--- src/rtl/cbx_cfg_pkg.sv ---
// Shared types for the parametrised connection block: command opcodes, the
// configuration FSM states and the per-pin {en, sel} configuration word.
package cbx_cfg_pkg;

  typedef enum logic [1:0] {
    OP_WRITE  = 2'd0,
    OP_READ   = 2'd1,
    OP_COMMIT = 2'd2,
    OP_CLEAR  = 2'd3
  } cfg_op_e;

  typedef enum logic {
    ST_IDLE  = 1'b0,
    ST_CLEAR = 1'b1
  } cfg_state_e;

  // Width-templated holder for the configuration word; use cfg_word_c#(W)::word_t.
  virtual class cfg_word_c #(parameter int SEL_W = 1);
    typedef struct packed {
      logic             en;
      logic [SEL_W-1:0] sel;
    } word_t;
  endclass

endpackage

--- src/rtl/cbx_ipin_mux.sv ---
// One grid-pin driver: MUX_SIZE:1 selection gated by an enable. Select codes at
// or above MUX_SIZE drive 0 so a non-power-of-two mux never reads past its inputs.
module cbx_ipin_mux #(
  parameter int MUX_SIZE = 6,
  parameter int SEL_W    = $clog2(MUX_SIZE)
) (
  input  logic [MUX_SIZE-1:0] mux_in,
  input  logic [SEL_W-1:0]    sel,
  input  logic                en,
  output logic                mux_out
);

  localparam logic [SEL_W:0] SEL_LIMIT = MUX_SIZE[SEL_W:0];

  always_comb begin
    mux_out = 1'b0;
    if (en && ({1'b0, sel} < SEL_LIMIT)) mux_out = mux_in[sel];
  end

endmodule

--- src/rtl/cbx_param_cfg.sv ---
// X-channel connection block with shadow/active configuration and atomic commit.
// Define CBX_PARAM_CFG_READBACK_EN to enable READ of the active configuration.
module cbx_param_cfg
  import cbx_cfg_pkg::*;
#(
  parameter int CHAN_W     = 9,
  parameter int NUM_PIN    = 11,
  parameter int MUX_SIZE   = 6,
  parameter int TAP_STRIDE = 4,
  parameter int ADDR_W     = $clog2(NUM_PIN),
  parameter int SEL_W      = $clog2(MUX_SIZE)
) (
  input  logic                prog_clk,
  input  logic                pReset_n,
  input  logic [CHAN_W-1:0]   chanx_left_in,
  input  logic [CHAN_W-1:0]   chanx_right_in,
  output logic [CHAN_W-1:0]   chanx_left_out,
  output logic [CHAN_W-1:0]   chanx_right_out,
  output logic [NUM_PIN-1:0]  ipin_out,
  input  logic                cfg_valid,
  output logic                cfg_ready,
  input  logic [1:0]          cfg_op,
  input  logic [ADDR_W-1:0]   cfg_addr,
  input  logic [SEL_W:0]      cfg_wdata,
  output logic                cfg_rvalid,
  output logic [SEL_W:0]      cfg_rdata,
  output logic                cfg_err,
  output cfg_state_e          dbg_state
);

  typedef cfg_word_c#(SEL_W)::word_t cfg_word_t;

  localparam logic [ADDR_W:0]   NUM_PIN_L = NUM_PIN[ADDR_W:0];
  localparam logic [SEL_W:0]    MUX_L     = MUX_SIZE[SEL_W:0];
  localparam logic [ADDR_W-1:0] LAST_PIN  = ADDR_W'(NUM_PIN - 1);

  cfg_state_e        state_q;
  logic [ADDR_W-1:0] clr_cnt_q;
  logic              err_q;
  cfg_word_t         shadow_q [NUM_PIN];
  cfg_word_t         active_q [NUM_PIN];
  cfg_word_t         wr_word;
  logic              addr_ok;
  logic              sel_ok;

  assign chanx_left_out  = chanx_right_in;
  assign chanx_right_out = chanx_left_in;

  // Handshake: a command is taken on the prog_clk edge where cfg_valid && cfg_ready;
  // ready is high only in IDLE, and responses (rvalid/err) are one-cycle strobes.
  assign cfg_ready = (state_q == ST_IDLE);
  assign cfg_err   = err_q;
  assign dbg_state = state_q;

  assign wr_word = cfg_word_t'(cfg_wdata);
  assign addr_ok = ({1'b0, cfg_addr} < NUM_PIN_L);
  assign sel_ok  = ({1'b0, wr_word.sel} < MUX_L);

`ifdef CBX_PARAM_CFG_READBACK_EN
  logic      rvalid_q;
  cfg_word_t rdata_q;
  assign cfg_rvalid = rvalid_q;
  assign cfg_rdata  = rdata_q;
`else
  assign cfg_rvalid = 1'b0;
  assign cfg_rdata  = '0;
`endif

  always_ff @(posedge prog_clk or negedge pReset_n) begin
    if (!pReset_n) begin
      state_q   <= ST_IDLE;
      clr_cnt_q <= '0;
      err_q     <= 1'b0;
`ifdef CBX_PARAM_CFG_READBACK_EN
      rvalid_q  <= 1'b0;
      rdata_q   <= '0;
`endif
      for (int p = 0; p < NUM_PIN; p++) begin
        shadow_q[p] <= '0;
        active_q[p] <= '0;
      end
    end else begin
      err_q <= 1'b0;
`ifdef CBX_PARAM_CFG_READBACK_EN
      rvalid_q <= 1'b0;
`endif
      case (state_q)
        ST_IDLE: begin
          if (cfg_valid) begin
            case (cfg_op_e'(cfg_op))
              OP_WRITE: begin
                if (addr_ok && sel_ok) shadow_q[cfg_addr] <= wr_word;
                else                   err_q <= 1'b1;
              end
              OP_READ: begin
`ifdef CBX_PARAM_CFG_READBACK_EN
                if (addr_ok) begin
                  rvalid_q <= 1'b1;
                  rdata_q  <= active_q[cfg_addr];
                end else begin
                  err_q <= 1'b1;
                end
`else
                err_q <= 1'b1;
`endif
              end
              OP_COMMIT: begin
                for (int p = 0; p < NUM_PIN; p++) active_q[p] <= shadow_q[p];
              end
              OP_CLEAR: begin
                state_q   <= ST_CLEAR;
                clr_cnt_q <= '0;
              end
              default: state_q <= ST_IDLE;
            endcase
          end
        end
        ST_CLEAR: begin
          // One pin per cycle; both copies go together so a sweep never exposes stale shadow.
          shadow_q[clr_cnt_q] <= '0;
          active_q[clr_cnt_q] <= '0;
          if (clr_cnt_q == LAST_PIN) begin
            state_q   <= ST_IDLE;
            clr_cnt_q <= '0;
          end else begin
            clr_cnt_q <= clr_cnt_q + ADDR_W'(1);
          end
        end
        default: state_q <= ST_IDLE;
      endcase
    end
  end

  // Tap pair j of pin p sits on track (p + j*TAP_STRIDE) mod CHAN_W: left then right.
  for (genvar p = 0; p < NUM_PIN; p++) begin : g_pin
    logic [MUX_SIZE-1:0] taps;
    for (genvar j = 0; j < MUX_SIZE / 2; j++) begin : g_tap
      localparam int TRK = (p + j * TAP_STRIDE) % CHAN_W;
      assign taps[2*j]   = chanx_left_in[TRK];
      assign taps[2*j+1] = chanx_right_in[TRK];
    end
    cbx_ipin_mux #(
      .MUX_SIZE (MUX_SIZE),
      .SEL_W    (SEL_W)
    ) u_mux (
      .mux_in  (taps),
      .sel     (active_q[p].sel),
      .en      (active_q[p].en),
      .mux_out (ipin_out[p])
    );
  end

endmodule

--- config.mk ---
export PLATFORM = sky130hd
export DESIGN_NAME = cbx_param_cfg
export DESIGN_NICKNAME = d
export VERILOG_FILES = /design/src/rtl/cbx_cfg_pkg.sv /design/src/rtl/cbx_ipin_mux.sv /design/src/rtl/cbx_param_cfg.sv
export SDC_FILE = /design/constraint.sdc
export NUM_CORES = 1
export LEC_CHECK = 0
export CAP_MARGIN = 10
export CORE_UTILIZATION = 58
export DETAILED_ROUTE_END_ITERATION = 10
export DONT_BUFFER_PORTS = 1
export HOLD_SLACK_MARGIN = 0.06
export PLACE_DENSITY = 0.76
export SETUP_SLACK_MARGIN = 0.5
export SYNTH_ARGS = -nofsm -noshare
export SYNTH_HDL_FRONTEND = slang
export SYNTH_SLANG_ARGS = --single-unit
--- constraint.sdc ---
create_clock -name prog_clk -period 1.5 [get_ports prog_clk]
set_input_delay 0 -clock prog_clk [delete_from_list [all_inputs] [get_ports prog_clk]]
set_output_delay 0 -clock prog_clk [all_outputs]
set_load 0.02 [all_outputs]
==> results_dict.tcl <==
set metrics [dict create \
    numCtsBuffers 9 \
    synth_warnings 0 \
    critPathMaxFanout 2 \
    dp.final_hpwl_mm 8.054 \
    portBuffers 0 \
    place_area_mm2 0.004985 \
    layout_common_cells "dfrtp_1 (88), mux2i_1 (54), nand2_2 (44), a22o_1 (44), o21ai_2 (37)" \
    viasPerCell 7.542 \
    ys_ff_latch 94 \
    grt_setup_unrepaired "true" \
    overflow 0 \
    fin_area_mm2 0.006887 \
    num_antenna_cells 0 \
    antenna_found_initial 0 \
    fin_skew_ns 0.008186 \
    status "complete, but fails checks" \
    hold_viol_final 94 \
    grt_pass1_vias 4620 \
    ys_seq_area_share_pct 46.18 \
    finalSetupTns_ns -1.475 \
    cts.clk_slew.worst_paths_ns 0.10 \
    clkLatencyLatePin_ns 0.39 \
    setup_slack_ns -0.2352 \
    drc 0 \
    rows 33 \
    fin_cells 642 \
    ctsHtreeMaxLevel 3 \
    avgSynthCellArea_um2 10.61 \
    vias 4842 \
    layout_commonest_cell "dfrtp_1" \
    setup_violations 14 \
    yosys.area.top_type "dfrtp_1" \
    syn_inst 480 \
    drive_gt1_share_pct 46.37 \
    routed_wl_mm 19.78 \
    critPathLaunchType "flop" \
    cp_data_required_time_ns 1.50 \
    die_x_um 95.72 \
    violations "negative hold slack, negative setup slack" \
    crit_slowest_cell "mux4_2" \
    ios 68 \
    coreArea_mm2 0.008341 \
    synthesis.area_mm2 0.005094 \
    p_leak_nw 3.147 \
    r2r_setup_slack_ns -0.05 \
    cts_root_buffer "clkbuf_8" \
    p_per_area_mw_per_mm2 1644 \
    gp_congestion 0.7665 \
    die_area_mm2 0.009161 \
    drt-wirelength-per-cell_um 30.80 \
    tritoncts "yes" \
    min_period_over_period_pct 115.7 \
    area_delta_synth_final_pct 35.20 \
    synth.area.top_cells "dfrtp_1 (46%), mux2i_1 (11%), a22o_1 (7.6%)" \
    endpoint_kind "primary output" \
    start_util_pct 61.07 \
    max_freq_ghz 0.5763 \
    drtIter0Drc 661 \
    relSlewSlack_pct 43.89 \
    cap_violations 0 \
    fin_crit_ns 1.735 \
    path_class "flop to primary output" \
    die_y_um 95.72 \
    grt_pass1_wl_mm 26.02 \
    clock_sinks 94 \
    first_pass_iters 5 \
    hold_buffers 29 \
    fin_nets 564 \
    tightest_slew_ns 0.8388 \
    clock_path_buffers 2 \
    maxSlewViolCount 0 \
    dp_cells 542 \
    synth_top_area_share_pct 46.18 \
    ir_drop_v 0.001179 \
    grt_use_total_pct 39.83 \
    worstPathCellList "mux4_2 -> a21oi_2 -> nor2b_2 -> buf_6" \
    slowest_delay_ns 0.53 \
    hold_ws_ns -0.7075 \
    ys_types 42 \
    hold_path.class "primary input to asynchronous set/reset pin" \
    ant_nets 0 \
    grt_max_degree 95 \
    cp.arrival_ns 1.74 \
]
where the power goes:
| part | switching [mW] | internal (mW) | leakage (nW) | total [mW] |
|---|---|---|---|---|
| clock network | 0.968 | 1.02 | 0.115 | 1.98 |
| registers | 0.674 | 3.08 | 1.29 | 3.75 |
| logic | 3.16 | 2.43 | 1.75 | 5.59 |
| total | 4.80 | 6.53 | 3.15 | 11.3 |
layer usage:
layer  up-vias  track usage, %  part of all wire [%]
met5         -               0                  0.14
met4         2           26.37                   8.1
met3       172           9.795                    12
met2       480           61.49                    45
met1      2348           49.82                    35
li1       1840               -                     -
layout make-up:
cell class / instances / area [um2]
Clock buffer: 11 / 151.4
Clock inverter: 4 / 70.07
Fill cell: 384 / 1454
Inverter: 14 / 57.56
Multi-Input combinational cell: 320 / 3000
Sequential cell: 94 / 2360
Tap cell: 105 / 131.4
Timing Repair Buffer: 94 / 1116
cell families (layout without fill, tap and decap cells):
| kind of cell | Yosys count | in the layout | share of synthesized area, % |
|---|---|---|---|
| AOI/OAI and AO/OA | 137 | 137 | 17.88 |
| and+or+nand+nor | 110 | 111 | 11.40 |
| DFF | 94 | 94 | 46.18 |
| buffers and inverters | 71 | 123 | 8.573 |
| muxes | 67 | 67 | 15.89 |
| other | 1 | 5 | 0.07362 |
state kept, by name, summed over array words and instances (netlist names):
name and flops:
shadow_q 44, cfg_err 1, clr_cnt_q 4, dbg_state 1
active_q 44
worst paths after layout:
kind | from | endpoint | depth (start not counted)
max in group asynchronous | pReset_n | active_q[12] | 0
min in group prog_clk | cfg_addr[1] | shadow_q[34] | 3
worst max register to register | dbg_state | active_q[13] | 6
worst min-delay path | pReset_n | active_q[21] | 0
worst max-delay path | active_q[36] | ipin_out[1] | 4
worst min register to register | active_q[11] | active_q[11] | 1
stage by stage:
stage	util (%)	power [mW]	setup WS, ns	hold slack, ns
after floorplan	-	5.832	0.1244	-0.2956
after global placement	59.77	6.075	0.1057	-0.2923
after detailed placement	59.77	6.197	0.04516	-0.2922
after CTS	76.81	9.690	-0.1017	-0.6809
after global routing	82.57	11.62	-0.2605	-0.7206
final	82.57	11.32	-0.2352	-0.7075
worst max-delay path, delay by kind of cell, from the launching register on:
kind	cells	cell delay, ns
AOI/OAI and AO/OA	1	0.21
buffers and inverters	1	0.14
DFF	1	0.38
muxes	1	0.53
and+or+nand+nor	1	0.09
synth_stat cells, drive strengths merged:
cell / n
nand2: 62
a31oi: 1
a221oi: 1
nor3: 12
clkbuf: 12
mux2: 1
o21ai: 58
a21oi: 16
conb: 1
inv: 14
nand4: 5
mux2i: 55
a22oi: 1
and2b: 1
o21a: 11
and4bb: 1
a211oi: 1
buf: 45
dfrtp: 94
and3b: 1
nand4b: 2
nand2b: 4
nor4b: 2
or2: 2
o2bb2ai: 1
a22o: 44
a21o: 2
mux4: 11
and3: 1
nand3: 3
nor2: 2
o31a: 1
nor2b: 12
repair_timing:
item | in CTS | in global routing
gates cloned | 11 | 0
setup buffers | 37 | 8
pin swaps | 31 | 17
resized for setup | 108 | 105
endpoints found under the setup margin | 105 | 106
endpoints found under the hold margin | 162 | 94
No activity file was read; power rests on OpenSTA's default activity.
